$ cat src/rtl/dispatch_hazard_ctrl_if.sv
// Dispatch-to-execute hazard controller bundle: dispatch request, execute
// handshake, writeback retire, and the controller's issue/status outputs.
`ifndef REG_ADDR_WIDTH
`define REG_ADDR_WIDTH 5
`endif
`ifndef INST_ADDR_WIDTH
`define INST_ADDR_WIDTH 32
`endif

interface dispatch_hazard_ctrl_if;
  logic                        inst_valid_i;
  logic [`REG_ADDR_WIDTH-1:0]  reg1_raddr_i;
  logic [`REG_ADDR_WIDTH-1:0]  reg2_raddr_i;
  logic                        rs1_re_i;
  logic                        rs2_re_i;
  logic [`REG_ADDR_WIDTH-1:0]  reg_waddr_i;
  logic                        reg_we_i;
  logic [`INST_ADDR_WIDTH-1:0] dec_pc_i;
  logic                        ex_ready_i;
  logic                        wb_we_i;
  logic [`REG_ADDR_WIDTH-1:0]  wb_waddr_i;
  logic                        flush_i;
  logic                        stall_o;
  logic                        ex_valid_o;
  logic [`REG_ADDR_WIDTH-1:0]  ex_rd_o;
  logic                        ex_rd_we_o;
  logic [`INST_ADDR_WIDTH-1:0] ex_pc_o;
  logic [31:0]                 busy_o;
  logic [31:0]                 stall_cnt_o;
  logic                        wb_err_o;

  modport slave (
    input  inst_valid_i, reg1_raddr_i, reg2_raddr_i, rs1_re_i, rs2_re_i,
           reg_waddr_i, reg_we_i, dec_pc_i, ex_ready_i, wb_we_i, wb_waddr_i, flush_i,
    output stall_o, ex_valid_o, ex_rd_o, ex_rd_we_o, ex_pc_o, busy_o, stall_cnt_o, wb_err_o
  );

  modport master (
    output inst_valid_i, reg1_raddr_i, reg2_raddr_i, rs1_re_i, rs2_re_i,
           reg_waddr_i, reg_we_i, dec_pc_i, ex_ready_i, wb_we_i, wb_waddr_i, flush_i,
    input  stall_o, ex_valid_o, ex_rd_o, ex_rd_we_o, ex_pc_o, busy_o, stall_cnt_o, wb_err_o
  );
endinterface

$ cat src/rtl/dispatch_hazard_ctrl.sv
// Scoreboard-based dispatch hazard control: RAW/WAW stall with same-cycle
// writeback bypass, in-flight writer limit, registered issue to execute.
`ifndef REG_ADDR_WIDTH
`define REG_ADDR_WIDTH 5
`endif
`ifndef INST_ADDR_WIDTH
`define INST_ADDR_WIDTH 32
`endif

module dispatch_hazard_ctrl #(
  parameter int MAX_INFLIGHT = 8
) (
  input  logic                    clk,
  input  logic                    rst,
  dispatch_hazard_ctrl_if.slave   bus
);
  localparam int CNT_W = $clog2(MAX_INFLIGHT) + 1;
  localparam int NREG  = 32;
  localparam int AW    = `REG_ADDR_WIDTH;
  localparam int PW    = `INST_ADDR_WIDTH;

  logic [NREG-1:0]  busy_q, busy_d, busy_eff, set_vec, clr_vec;
  logic [CNT_W-1:0] inflight_q, inflight_d;
  logic [31:0]      stall_cnt_q, stall_cnt_d;
  logic             wb_err_q, wb_err_d;
  logic             ex_valid_q, ex_valid_d;
  logic             ex_rd_we_q, ex_rd_we_d;
  logic [AW-1:0]    ex_rd_q, ex_rd_d;
  logic [PW-1:0]    ex_pc_q, ex_pc_d;
  logic             raw, waw, full, issue, stall, set_en, clr_en;

  // Register 0 is hardwired: never busy, never hazards.
  assign busy_eff[0] = 1'b0;
  assign busy_d[0]   = 1'b0;

  generate
    for (genvar gi = 1; gi < NREG; gi++) begin : g_busy
      assign busy_eff[gi] = busy_q[gi] & ~clr_vec[gi];
      assign busy_d[gi]   = set_vec[gi] | (busy_q[gi] & ~clr_vec[gi]);
    end
  endgenerate

  always_comb begin
    clr_en  = bus.wb_we_i && (bus.wb_waddr_i != '0);
    clr_vec = clr_en ? (NREG'(1) << bus.wb_waddr_i) : '0;

    raw   = (bus.rs1_re_i && busy_eff[bus.reg1_raddr_i]) ||
            (bus.rs2_re_i && busy_eff[bus.reg2_raddr_i]);
    waw   = bus.reg_we_i && busy_eff[bus.reg_waddr_i];
    full  = bus.reg_we_i && (inflight_q == CNT_W'(MAX_INFLIGHT));
    issue = bus.inst_valid_i && !bus.flush_i && bus.ex_ready_i && !raw && !waw && !full;
    stall = bus.inst_valid_i && !bus.flush_i && !issue;

    set_en  = issue && bus.reg_we_i && (bus.reg_waddr_i != '0);
    set_vec = set_en ? (NREG'(1) << bus.reg_waddr_i) : '0;
  end

  // Simultaneous retire and new writer cancel out in the in-flight count.
  always_comb begin
    inflight_d = inflight_q;
    wb_err_d   = wb_err_q;
    if (set_en && !clr_en) begin
      inflight_d = inflight_q + CNT_W'(1);
    end else if (clr_en && !set_en) begin
      if (inflight_q == '0) begin
        wb_err_d = 1'b1;
      end else begin
        inflight_d = inflight_q - CNT_W'(1);
      end
    end
    stall_cnt_d = (stall && (stall_cnt_q != 32'hFFFF_FFFF)) ? stall_cnt_q + 32'd1 : stall_cnt_q;
    ex_valid_d  = issue;
    ex_rd_we_d  = issue && bus.reg_we_i;
    ex_rd_d     = bus.reg_waddr_i;
    ex_pc_d     = bus.dec_pc_i;
  end

  always_ff @(posedge clk or posedge rst) begin
    if (rst) begin
      busy_q      <= '0;
      inflight_q  <= '0;
      stall_cnt_q <= '0;
      wb_err_q    <= 1'b0;
      ex_valid_q  <= 1'b0;
      ex_rd_we_q  <= 1'b0;
      ex_rd_q     <= '0;
      ex_pc_q     <= '0;
    end else begin
      busy_q      <= busy_d;
      inflight_q  <= inflight_d;
      stall_cnt_q <= stall_cnt_d;
      wb_err_q    <= wb_err_d;
      ex_valid_q  <= ex_valid_d;
      ex_rd_we_q  <= ex_rd_we_d;
      ex_rd_q     <= ex_rd_d;
      ex_pc_q     <= ex_pc_d;
    end
  end

  assign bus.stall_o     = stall;
  assign bus.ex_valid_o  = ex_valid_q;
  assign bus.ex_rd_o     = ex_rd_q;
  assign bus.ex_rd_we_o  = ex_rd_we_q;
  assign bus.ex_pc_o     = ex_pc_q;
  assign bus.busy_o      = busy_q;
  assign bus.stall_cnt_o = stall_cnt_q;
  assign bus.wb_err_o    = wb_err_q;
endmodule
$ cat src/flat_wrapper.sv
// flat-port wrapper written by rule: the top's interface ports become plain ports
module dispatch_hazard_ctrl_flat 
#(
  parameter int MAX_INFLIGHT = 8
)
  (clk, rst, bus_inst_valid_i, bus_reg1_raddr_i, bus_reg2_raddr_i, bus_rs1_re_i, bus_rs2_re_i, bus_reg_waddr_i, bus_reg_we_i, bus_dec_pc_i, bus_ex_ready_i, bus_wb_we_i, bus_wb_waddr_i, bus_flush_i, bus_stall_o, bus_ex_valid_o, bus_ex_rd_o, bus_ex_rd_we_o, bus_ex_pc_o, bus_busy_o, bus_stall_cnt_o, bus_wb_err_o);
  dispatch_hazard_ctrl_if bus_i ();
  input  logic clk;
  input  logic rst;
  input wire logic [$bits(bus_i.inst_valid_i)-1:0] bus_inst_valid_i;
  input wire logic [$bits(bus_i.reg1_raddr_i)-1:0] bus_reg1_raddr_i;
  input wire logic [$bits(bus_i.reg2_raddr_i)-1:0] bus_reg2_raddr_i;
  input wire logic [$bits(bus_i.rs1_re_i)-1:0] bus_rs1_re_i;
  input wire logic [$bits(bus_i.rs2_re_i)-1:0] bus_rs2_re_i;
  input wire logic [$bits(bus_i.reg_waddr_i)-1:0] bus_reg_waddr_i;
  input wire logic [$bits(bus_i.reg_we_i)-1:0] bus_reg_we_i;
  input wire logic [$bits(bus_i.dec_pc_i)-1:0] bus_dec_pc_i;
  input wire logic [$bits(bus_i.ex_ready_i)-1:0] bus_ex_ready_i;
  input wire logic [$bits(bus_i.wb_we_i)-1:0] bus_wb_we_i;
  input wire logic [$bits(bus_i.wb_waddr_i)-1:0] bus_wb_waddr_i;
  input wire logic [$bits(bus_i.flush_i)-1:0] bus_flush_i;
  output wire logic [$bits(bus_i.stall_o)-1:0] bus_stall_o;
  output wire logic [$bits(bus_i.ex_valid_o)-1:0] bus_ex_valid_o;
  output wire logic [$bits(bus_i.ex_rd_o)-1:0] bus_ex_rd_o;
  output wire logic [$bits(bus_i.ex_rd_we_o)-1:0] bus_ex_rd_we_o;
  output wire logic [$bits(bus_i.ex_pc_o)-1:0] bus_ex_pc_o;
  output wire logic [$bits(bus_i.busy_o)-1:0] bus_busy_o;
  output wire logic [$bits(bus_i.stall_cnt_o)-1:0] bus_stall_cnt_o;
  output wire logic [$bits(bus_i.wb_err_o)-1:0] bus_wb_err_o;
  assign bus_i.inst_valid_i = bus_inst_valid_i;
  assign bus_i.reg1_raddr_i = bus_reg1_raddr_i;
  assign bus_i.reg2_raddr_i = bus_reg2_raddr_i;
  assign bus_i.rs1_re_i = bus_rs1_re_i;
  assign bus_i.rs2_re_i = bus_rs2_re_i;
  assign bus_i.reg_waddr_i = bus_reg_waddr_i;
  assign bus_i.reg_we_i = bus_reg_we_i;
  assign bus_i.dec_pc_i = bus_dec_pc_i;
  assign bus_i.ex_ready_i = bus_ex_ready_i;
  assign bus_i.wb_we_i = bus_wb_we_i;
  assign bus_i.wb_waddr_i = bus_wb_waddr_i;
  assign bus_i.flush_i = bus_flush_i;
  assign bus_stall_o = bus_i.stall_o;
  assign bus_ex_valid_o = bus_i.ex_valid_o;
  assign bus_ex_rd_o = bus_i.ex_rd_o;
  assign bus_ex_rd_we_o = bus_i.ex_rd_we_o;
  assign bus_ex_pc_o = bus_i.ex_pc_o;
  assign bus_busy_o = bus_i.busy_o;
  assign bus_stall_cnt_o = bus_i.stall_cnt_o;
  assign bus_wb_err_o = bus_i.wb_err_o;
  dispatch_hazard_ctrl #(.MAX_INFLIGHT(MAX_INFLIGHT)) u_core (.clk(clk), .rst(rst), .bus(bus_i));
endmodule
$ cat config.mk
export PLATFORM = sky130hd
export DESIGN_NAME = dispatch_hazard_ctrl_flat
export DESIGN_NICKNAME = d
export VERILOG_FILES = /design/src/rtl/dispatch_hazard_ctrl_if.sv /design/src/rtl/dispatch_hazard_ctrl.sv /design/src/flat_wrapper.sv
export SDC_FILE = /design/constraint.sdc
export NUM_CORES = 1
export LEC_CHECK = 0
export ABC_AREA = 1
export BUFFER_PORTS_ARGS = -buffer_cell sky130_fd_sc_hd__clkbuf_2
export CAP_MARGIN = 20
export CORE_MARGIN = 3
export CORE_UTILIZATION = 28
export CTS_BUF_LIST = sky130_fd_sc_hd__clkbuf_8
export CTS_CLUSTER_SIZE = 25
export DETAILED_ROUTE_END_ITERATION = 8
export PLACE_DENSITY = 0.58
export REMOVE_ABC_BUFFERS = 1
export SLEW_MARGIN = 40
export SYNTH_ARGS = -nofsm -noshare
export SYNTH_HDL_FRONTEND = slang
export SYNTH_SLANG_ARGS = --single-unit
$ cat constraint.sdc
create_clock -name clk -period 6.9 [get_ports clk]
set_input_delay 1.38 -clock clk [delete_from_list [all_inputs] [get_ports clk]]
set_output_delay 1.38 -clock clk [all_outputs]
set_load 0.02 [all_outputs]
# Yosys cells after proc, flatten, opt, wreduce, memory -nomap -nowiden
# Cells that the tools add are included.
# op_classes
eq_ne	3
muxes	11
order_cmp	3
n_shift	2
add_sub_neg	3
n_reduce_logical	30
n_bitwise	94
# ops
operator	count
2-to-1 mux 32 bit	2
<< shifter 1 x 5 -> 32 bit, first input constant	2
adder 32 x 1 -> 32 bit, second input constant	1
inequality test 32 bit, second input constant	1
NOT 1 bit	32
AND 1 bit	31
bitwise OR 1 bit	31
< comparator 5 x 6 -> 1 bit, second input constant	3
logical AND 1 bit	16
binary-select mux 1 bit (select 5 bit)	3
2-to-1 mux 4 bit	3
nonzero test 5 bit	2
logical NOT 1 bit	7
adder 4 x 1 -> 4 bit, second input constant	1
equality test 4 bit, second input constant	1
logical NOT 4 bit	1
subtractor 4 x 1 -> 4 bit, second input constant	1
2-to-1 mux 1 bit	3
AND reduction 3 bit	1
inequality test 2 x 1 -> 1 bit, second input constant	1
AND reduction 2 bit	1
nonzero test 2 bit	1
logical OR 1 bit	1
# word_totals
inputBits	61
register_bits	107
wordCells	154
out_inout_bits	105

# Depth between registers and ports, before layout
# Gate-level depths: netlist of run 1.
# logic_depth
ltp_word	19
mapped_depth	27

# Least setup slack after synthesis of run 1
# OpenSTA, ideal clock, no wires.
# synth_path
kind	input-to-output
startpoint	input bus_reg1_raddr_i[0]
endpoint	output bus_stall_o
arrival_time_ns	3.179
path_stages	14
path_slack_ns	2.341
path_cell_list	buf_2 -> inv_1 -> clkbuf_1 -> nand3_1 -> o211ai_1 -> nand3_1 -> nand3_1 -> nand2_1 -> nand2_1 -> nand3_1 -> nand2_1 -> nor2_2 -> buf_4 -> nor3_1
# synth_via
elab_chain_cells	10
# synth_rtl
element	line	rtl
start, declared	flat_wrapper.sv:11	input wire logic [$bits(bus_i.reg1_raddr_i)-1:0] bus_reg1_raddr_i;
binary-select mux 1 bit (select 5 bit)	dispatch_hazard_ctrl.sv:47	raw = (bus.rs1_re_i && busy_eff[bus.reg1_raddr_i]) ||
2-to-1 mux 1 bit (not written as such)	dispatch_hazard_ctrl.sv:47	
logical AND 1 bit	dispatch_hazard_ctrl.sv:47	
logical OR 1 bit	dispatch_hazard_ctrl.sv:47	
logical NOT 1 bit	dispatch_hazard_ctrl.sv:51	issue = bus.inst_valid_i && !bus.flush_i && bus.ex_ready_i && !raw && !waw && !full;
logical AND 1 bit (3 in series)	dispatch_hazard_ctrl.sv:51	
named net u_core.ex_valid_d	dispatch_hazard_ctrl.sv:26	logic ex_valid_q, ex_valid_d;
logical NOT 1 bit	dispatch_hazard_ctrl.sv:52	stall = bus.inst_valid_i && !bus.flush_i && !issue;
logical AND 1 bit	dispatch_hazard_ctrl.sv:52	
end, declared	flat_wrapper.sv:22	output wire logic [$bits(bus_i.stall_o)-1:0] bus_stall_o;
# The timed path passes the listed nets, and every way through them passes these cells. The select of a mux whose other input is x is not followed.

# Worst setup path in the final report of run 1
# layout_path
startpoint	input bus_wb_we_i
endpoint	output bus_stall_o
# layout_via
elab_chain_cells	14
word_cells_on_any_way	81
# layout_rtl
element	line	rtl
start, declared	flat_wrapper.sv:19	input wire logic [$bits(bus_i.wb_we_i)-1:0] bus_wb_we_i;
logical AND 1 bit *	dispatch_hazard_ctrl.sv:44	clr_en = bus.wb_we_i && (bus.wb_waddr_i != '0);
2-to-1 mux 32 bit *	dispatch_hazard_ctrl.sv:45	clr_vec = clr_en ? (NREG'(1) << bus.wb_waddr_i) : '0;
NOT 1 bit	dispatch_hazard_ctrl.sv:38	assign busy_eff[gi] = busy_q[gi] & ~clr_vec[gi];
AND 1 bit	dispatch_hazard_ctrl.sv:38	
binary-select mux 1 bit (select 5 bit) (on tied branches)	dispatch_hazard_ctrl.sv:47, dispatch_hazard_ctrl.sv:48	
2-to-1 mux 1 bit (on tied branches)	dispatch_hazard_ctrl.sv:47, dispatch_hazard_ctrl.sv:48	
logical AND 1 bit (on tied branches)	dispatch_hazard_ctrl.sv:47, dispatch_hazard_ctrl.sv:48	
logical OR 1 bit	dispatch_hazard_ctrl.sv:47	
logical NOT 1 bit	dispatch_hazard_ctrl.sv:51	
logical AND 1 bit	dispatch_hazard_ctrl.sv:51	
logical AND 1 bit * (2 in series)	dispatch_hazard_ctrl.sv:51	
logical NOT 1 bit *	dispatch_hazard_ctrl.sv:52	
logical AND 1 bit *	dispatch_hazard_ctrl.sv:52	
# Mark *: on every way between the ends. The rest lies on a longest branch, timed or not. The select of a mux whose other input is x is not followed.

==> results of run 1 <==
==> per-stage QoR <==
| stage | cells | power [W] | area [sq um] |
|---|---|---|---|
| 6_report | 1247 | 0.00145 | 7420 |
| 5_1_grt | 1247 | 0.00154 | 7420 |
| 4_1_cts | 1246 | 0.00147 | 7390 |
| 3_5_place_dp | 1230 | 0.00106 | 7190 |
| 3_3_place_gp | 1230 | 0.00106 | 7190 |
| 2_1_floorplan | 788 | 0.000926 | 6000 |
==> how the worst max path moves through the flow <==
stage,endpoint,cells after the start
3_5_place_dp,u_core.inflight_q[3]$_DFFE_PP0P_,25
3_3_place_gp,u_core.inflight_q[3]$_DFFE_PP0P_,25
2_1_floorplan,bus_stall_o,7
4_1_cts,bus_stall_o,15
5_1_grt,bus_stall_o,15
6_report,bus_stall_o,15
==> worst max-delay path, stage by stage <==
cell and delay [ps]:
clkbuf_2 220, nand2_1 110, nor2_1 390, a21boi_0 280, nand2_1 110, nand3_1 70, nand3_1 100, nand3_1 130
nand3_1 110, nand2_1 130, nand2_1 100, nand2_1 60, nor2_2 400, nor3_1 80, clkbuf_2 190
==> sequential cells by signal (all words and copies together) (netlist names) <==
name,flops
u_core.bus.ex_valid_o,1
u_core.bus.ex_rd_we_o,1
u_core.bus.ex_rd_o,5
u_core.bus.busy_o,31
u_core.bus.wb_err_o,1
u_core.bus.stall_cnt_o,32
u_core.inflight_q,4
u_core.bus.ex_pc_o,32
==> logic make-up (layout without fill, tap and decap cells) <==
kind of cell	after synthesis	in the layout	share of synthesized area, %
buffers and inverters	103	253	6.86
multiplexers	1	1	0.183
AND/OR/NAND/NOR	525	525	38.9
adder cells (fa/ha/maj)	6	6	1.34
other	1	1	0.0609
flip-flops	107	107	43.5
AO/OA/AOI/OAI	46	46	4.49
XOR/XNOR	33	33	4.69
==> final cells by class <==
class	count	area (sq um)	share of cell area (%)
clock buffer	10	138	1.86
clock inverter	6	65.1	0.877
inverter	69	262	3.53
multi-input combinational	612	3070	41.4
sequential	107	2680	36.1
tap	275	344	4.64
timing repair buffer	168	863	11.6
==> layout by cell type (no fill, tap or decap), types with 3 or more instances in the layout <==
cell type  synthesis  final
clkinv_1           3      3
nor2_1            65     63
ha_1               5      5
o21ai_1            3      3
a21boi_0           5      5
clkbuf_8           0     10
xnor2_1           12     12
nor2_2             2      4
nand2_1          246    246
o211ai_1          11     11
xor2_1            21     21
nor3_1            17     17
nand3_2            4      4
dfrtp_1          107    107
buf_4              6      3
a21oi_1           14     14
inv_1             65     65
nand4_1           79     79
nor4_1             7      7
o21ai_0           11     11
nand3b_1           5      5
clkbuf_2           0    164
nand3_1           96     96
==> metal layers <==
metal / share of wire [%] / GRT usage [%] / vias to the layer above
met5: 0.084 / 0 / -
met4: 2.9 / 6.01 / 2
met3: 8.5 / 4.31 / 41
met2: 44 / 26.0 / 293
met1: 44 / 23.1 / 2916
li1: - / - / 3052
==> power groups by stage <==
| stage | Clock (W) | Sequential [W] | Combinational [W] |
|---|---|---|---|
| after global placement | 0 | 0.000735 | 0.000322 |
| final | 0.000404 | 0.000725 | 0.000322 |
| after CTS | 0.000424 | 0.000725 | 0.000323 |
| after detailed placement | 0 | 0.000736 | 0.000323 |
| after global routing | 0.000449 | 0.000732 | 0.000359 |
| after floorplan | 0 | 0.000768 | 0.000158 |
==> flow_summary_export.csv, run 1 <==
group,metric,value,unit
synthesis,synth_cell_types,34,
worst_setup_path,reg2reg_to,"u_core.inflight_q[3]$_DFFE_PP0P_",
floorplanning,fp.coreArea,21400,sq um
placed_design,pre_cts_ws,1570,ps
clock_network,cts_buffers,9,
placed_design,port_buffers,164,
pwr,intPower,0.000962,W
synthesis,yosys.area.top_type,"dfrtp_1",
sta,max_slew_margin,49.6,%
sta,rsz0062_at_grt,"false",
detailed_routing,vias_per_cell,5.06,
outcome,status,"completed",
floorplanning,die_x,154,microns
detailed_routing,wirelength,20.3,mm
detailed_routing,drt_iter0_markers,652,
pwr,p_sw_share,33.7,%
sta,slew_viol_final,0,
sta,period_needed,5250,ps
worst_setup_path,crit_type,"in -> out",
sta,final_hold_viol_count,0,
clock_network,clk_pin_slew,100,ps
hold_path,hp-class,"reg -> reg",
hold_path,whs_path_depth,1,
clock_network,ctsResizeCount,0,
global_routing,grt_overflow,0,
worst_setup_path,cp_max_fo,12,
synthesis,syn-cell-area,6160,sq um
pwr,cellPowerDensity,196,nW/um^2
pwr,p_switching,0.000489,W
synthesis,ys.flop_type,"dfrtp_1",
clock_network,worstSkewPairLatency,380,ps
clock_network,h-tree-depth,3,
flow_run,drv_cap,0,
pwr,worst_ir_drop_vdd,0.150,mV
hold_path,min_to,"u_core.bus.wb_err_o$_DFFE_PP0P_",
synthesis,synth_top_area_share,43.5,%
floorplanning,pin_count,166,
global_routing,grt_use_total,16.9,%
detailed_routing,drtPass1Iterations,5,
sta,finalSetupViolCount,0,
cells_and_area,final_nets,1034,
global_routing,grt_pass1_wl,32.8,mm
detailed_routing,vias,6304,
synthesis,netlist_instances,822,
sta,post-route-period-util,76.1,%
worst_setup_path,critical_path_arrival,3870,ps
floorplanning,start_util,28.9,%
clock_network,root_buffer,"clkbuf_8",
detailed_routing,wl_per_cell,16.3,microns
cells_and_area,post-route-util,34.7,%
cells_and_area,area_delta_synth_final,20.3,%
pwr,p_clk_share,27.8,%
hold_path,min_from,"u_core.bus.wb_err_o$_DFFE_PP0P_",
global_routing,grt_pass1_vias,6198,
sta,fin_skew,20.3,ps
worst_setup_path,cp-start-kind,"primary input",
sta,fmax,190,MHz
sta,setup_slack,1650,ps
detailed_routing,drc,0,
synthesis,ys_warn_count,0,
sta,worst_pin_slew,755,ps
clock_network,cts.hold.buffers_added,0,
worst_setup_path,cp-end-kind,"output pin",
synthesis,syn_avg_cell_area,7.50,sq um
pwr,leakage,3.80,nW
global_routing,antenna_found_initial,1,
floorplanning,rows,53,
clock_network,post_cts_buffers,0,
global_routing,grt_max_degree,58,
cells_and_area,fill_cells,2300,
synthesis,yosysMostFrequentCell,"nand2_1",
synthesis,synth_area_leaders,"dfrtp_1 (43%), nand2_1 (15%), nand4_1 (8.0%), nand3_1 (7.8%), inv_1 (4.0%)",
placed_design,place.gp.congestion,0.912,
detailed_routing,ant_nets,0,
sta,fin_setup_tns,0,ps
synthesis,synth.top_cells.by_count,"nand2_1 (246), dfrtp_1 (107), nand3_1 (96)",
placed_design,hpwl,15.5,mm
clock_network,cts_buffer_depth,2,
synthesis,ys_async_sr_fraction,100,%
synthesis,synth-edff-count,0,
synthesis,ys_ff_latch,107,
worst_setup_path,r2r_slack,3170,ps
worst_setup_path,worstRegToRegCells,23,
worst_setup_path,reg2reg_from,"u_core.bus.busy_o[7]$_DFF_PP0_",
pwr,pwr-share-seq,49.9,%
floorplanning,die_area,23800,sq um
sta,worst_hold_slack,490,ps
floorplanning,die_y,154,microns
synthesis,synth-seq-area-share,43.5,%
cells_and_area,drive_gt1_share,20.4,%
clock_network,clock_sinks,107,
worst_setup_path,critPathLaunch,"bus_wb_we_i",
cells_and_area,num_antenna_cells,0,
worst_setup_path,required,5520,ps
clock_network,cts_tree,"yes",
pwr,comb_power_share,22.2,%
(Power assumes the default switching activity.)
==> run 2: changes to the inputs <==
- clock period: 6.9 -> 5.43 ns (I/O delays scaled with it)
==> flow_summary_export.csv, run 2 (synthesis results as in run 1) <==
group,metric,value,unit
sta,final_hold_viol_count,0,
pwr,worst_ir_drop_vdd,0.163,mV
hold_path,hp-class,"reg -> reg",
detailed_routing,ant_nets,0,
global_routing,grt_use_total,17.5,%
pwr,cellPowerDensity,247,nW/um^2
cells_and_area,layout_common_cells,"nand2_1 (246), clkbuf_2 (164), dfrtp_1 (107)",
detailed_routing,wirelength,20.8,mm
worst_setup_path,slowest_delay,300,ps
sta,fin_skew,28.5,ps
worst_setup_path,crit_type,"in -> out",
detailed_routing,drt_iter0_markers,602,
worst_setup_path,crit_chain,"clkbuf_2 > nand2_1 > clkinv_1 > nand2_1 > o21ai_0 > o211ai_1 > nand3_1 > nand3_1 > nand2_1 > nand2_1 > nand3_1 > nand2_1 > nor2_2 > nor3_1 > clkbuf_2",
sta,max_slew_margin,44.3,%
detailed_routing,drtPass1Iterations,5,
worst_setup_path,critPathSlowestCell,"nor3_1",
sta,finalSetupViolCount,0,
cells_and_area,mostFrequentLayoutCell,"nand2_1",
clock_network,h-tree-depth,3,
worst_setup_path,timing.critical_path.buf_inv,3,
global_routing,grt_pass1_vias,6185,
clock_network,cts.hold.buffers_added,0,
clock_network,post_cts_buffers,0,
floorplanning,rows,53,
clock_network,cts_tree,"yes",
worst_setup_path,crit_family,"simple AND/OR/NAND/NOR gates",
sta,slew_viol_final,0,
sta,fmax,217,MHz
worst_setup_path,cp-start-kind,"primary input",
global_routing,antenna_found_initial,1,
clock_network,clk_pin_slew,100,ps
detailed_routing,vias_per_cell,5.11,
worst_setup_path,cp_max_fo,11,
worst_setup_path,cp-end-kind,"output pin",
flow_run,drv_cap,0,
cells_and_area,final_nets,1037,
global_routing,grt_max_degree,74,
clock_network,cts_buffer_depth,2,
sta,post-route-period-util,85.0,%
clock_network,cts_buffers,9,
pwr,leakage,3.80,nW
clock_network,worstSkewPairLatency,390,ps
placed_design,hpwl,16.0,mm
placed_design,port_buffers,164,
floorplanning,pin_count,166,
global_routing,grt_pass1_wl,33.9,mm
sta,rsz0062_at_grt,"false",
placed_design,place.gp.congestion,0.966,
worst_setup_path,required,4340,ps
floorplanning,die_y,154,microns
global_routing,grt_overflow,0,
sta,fin_setup_tns,0,ps
floorplanning,start_util,28.9,%
clock_network,root_buffer,"clkbuf_8",
cells_and_area,area_delta_synth_final,20.3,%
outcome,status,"completed",
detailed_routing,vias,6374,
floorplanning,die_x,154,microns
worst_setup_path,critical_path_arrival,3530,ps
clock_network,clock_sinks,107,
worst_setup_path,cpMostUsedCell,"nand2_1",
detailed_routing,drc,0,
cells_and_area,num_antenna_cells,0,
detailed_routing,wl_per_cell,16.7,microns
sta,setup_slack,813,ps
cells_and_area,drive_gt1_share,20.5,%
floorplanning,fp.coreArea,21400,sq um
floorplanning,die_area,23800,sq um
sta,period_needed,4620,ps
placed_design,pre_cts_ws,642,ps
clock_network,ctsResizeCount,0,
sta,worst_pin_slew,832,ps
-- run 2: changes by cell type in the layout (fill, tap and decap cells not counted), sizes merged --
cell | previous run | this run
inv | 68 | 66
buf | 4 | 7
-- run 2: metal layers --
| metal | global-route usage (%) | up-vias | part of all wire (%) |
|---|---|---|---|
| li1 | - | 3045 | - |
| met1 | 23.8 | 3008 | 44 |
| met2 | 27.9 | 281 | 46 |
| met3 | 3.44 | 38 | 7.6 |
| met4 | 5.97 | 2 | 2.7 |
| met5 | 0 | - | 0.062 |
-- run 2: path summary, 6_finish.rpt --
kind / slack, ps / cells past startpoint / start / end
max reg2reg: 1790 / 15 / u_core.bus.stall_cnt_o[1]$_DFFE_PP0P_ / u_core.bus.stall_cnt_o[31]$_DFFE_PP0P_
max: 810 / 15 / bus_wb_we_i / bus_stall_o
min reg2reg: 480 / 1 / u_core.bus.wb_err_o$_DFFE_PP0P_ / u_core.bus.wb_err_o$_DFFE_PP0P_
max in group asynchronous: 3660 / 3 / rst / u_core.bus.stall_cnt_o[22]$_DFFE_PP0P_
min in group asynchronous: 780 / 2 / rst / u_core.bus.stall_cnt_o[9]$_DFFE_PP0P_
min: 480 / 1 / u_core.bus.wb_err_o$_DFFE_PP0P_ / u_core.bus.wb_err_o$_DFFE_PP0P_
-- run 2: power by group --
| group | internal [W] | switching [W] |
|---|---|---|
| sequential | 0.000856 | 0.0000638 |
| clock | 0.000222 | 0.000276 |
| combinational | 0.000141 | 0.000273 |
-- run 2: layout make-up --
cell class / instances / area [sq um]
clock buffers: 10 / 138
repair buffers: 171 / 873
fillers: 2340 / 13900
flip-flops and latches: 107 / 2680
well taps: 275 / 344
multi-input cells: 612 / 3060
clock inverters: 4 / 52.6
inverters: 69 / 264
-- run 2: stage by stage --
step                      instances  util (%)  hold WS [ps]  power [W]  area, sq um
after floorplan                 788         -           469    0.00118         6000
after CTS                      1248      34.7           488    0.00186         7410
after global placement         1234      33.8           456    0.00135         7220
after detailed placement       1234      33.8           462    0.00135         7220
final                          1248      34.7           482    0.00183         7410
after global routing           1248      34.7           499    0.00195         7410
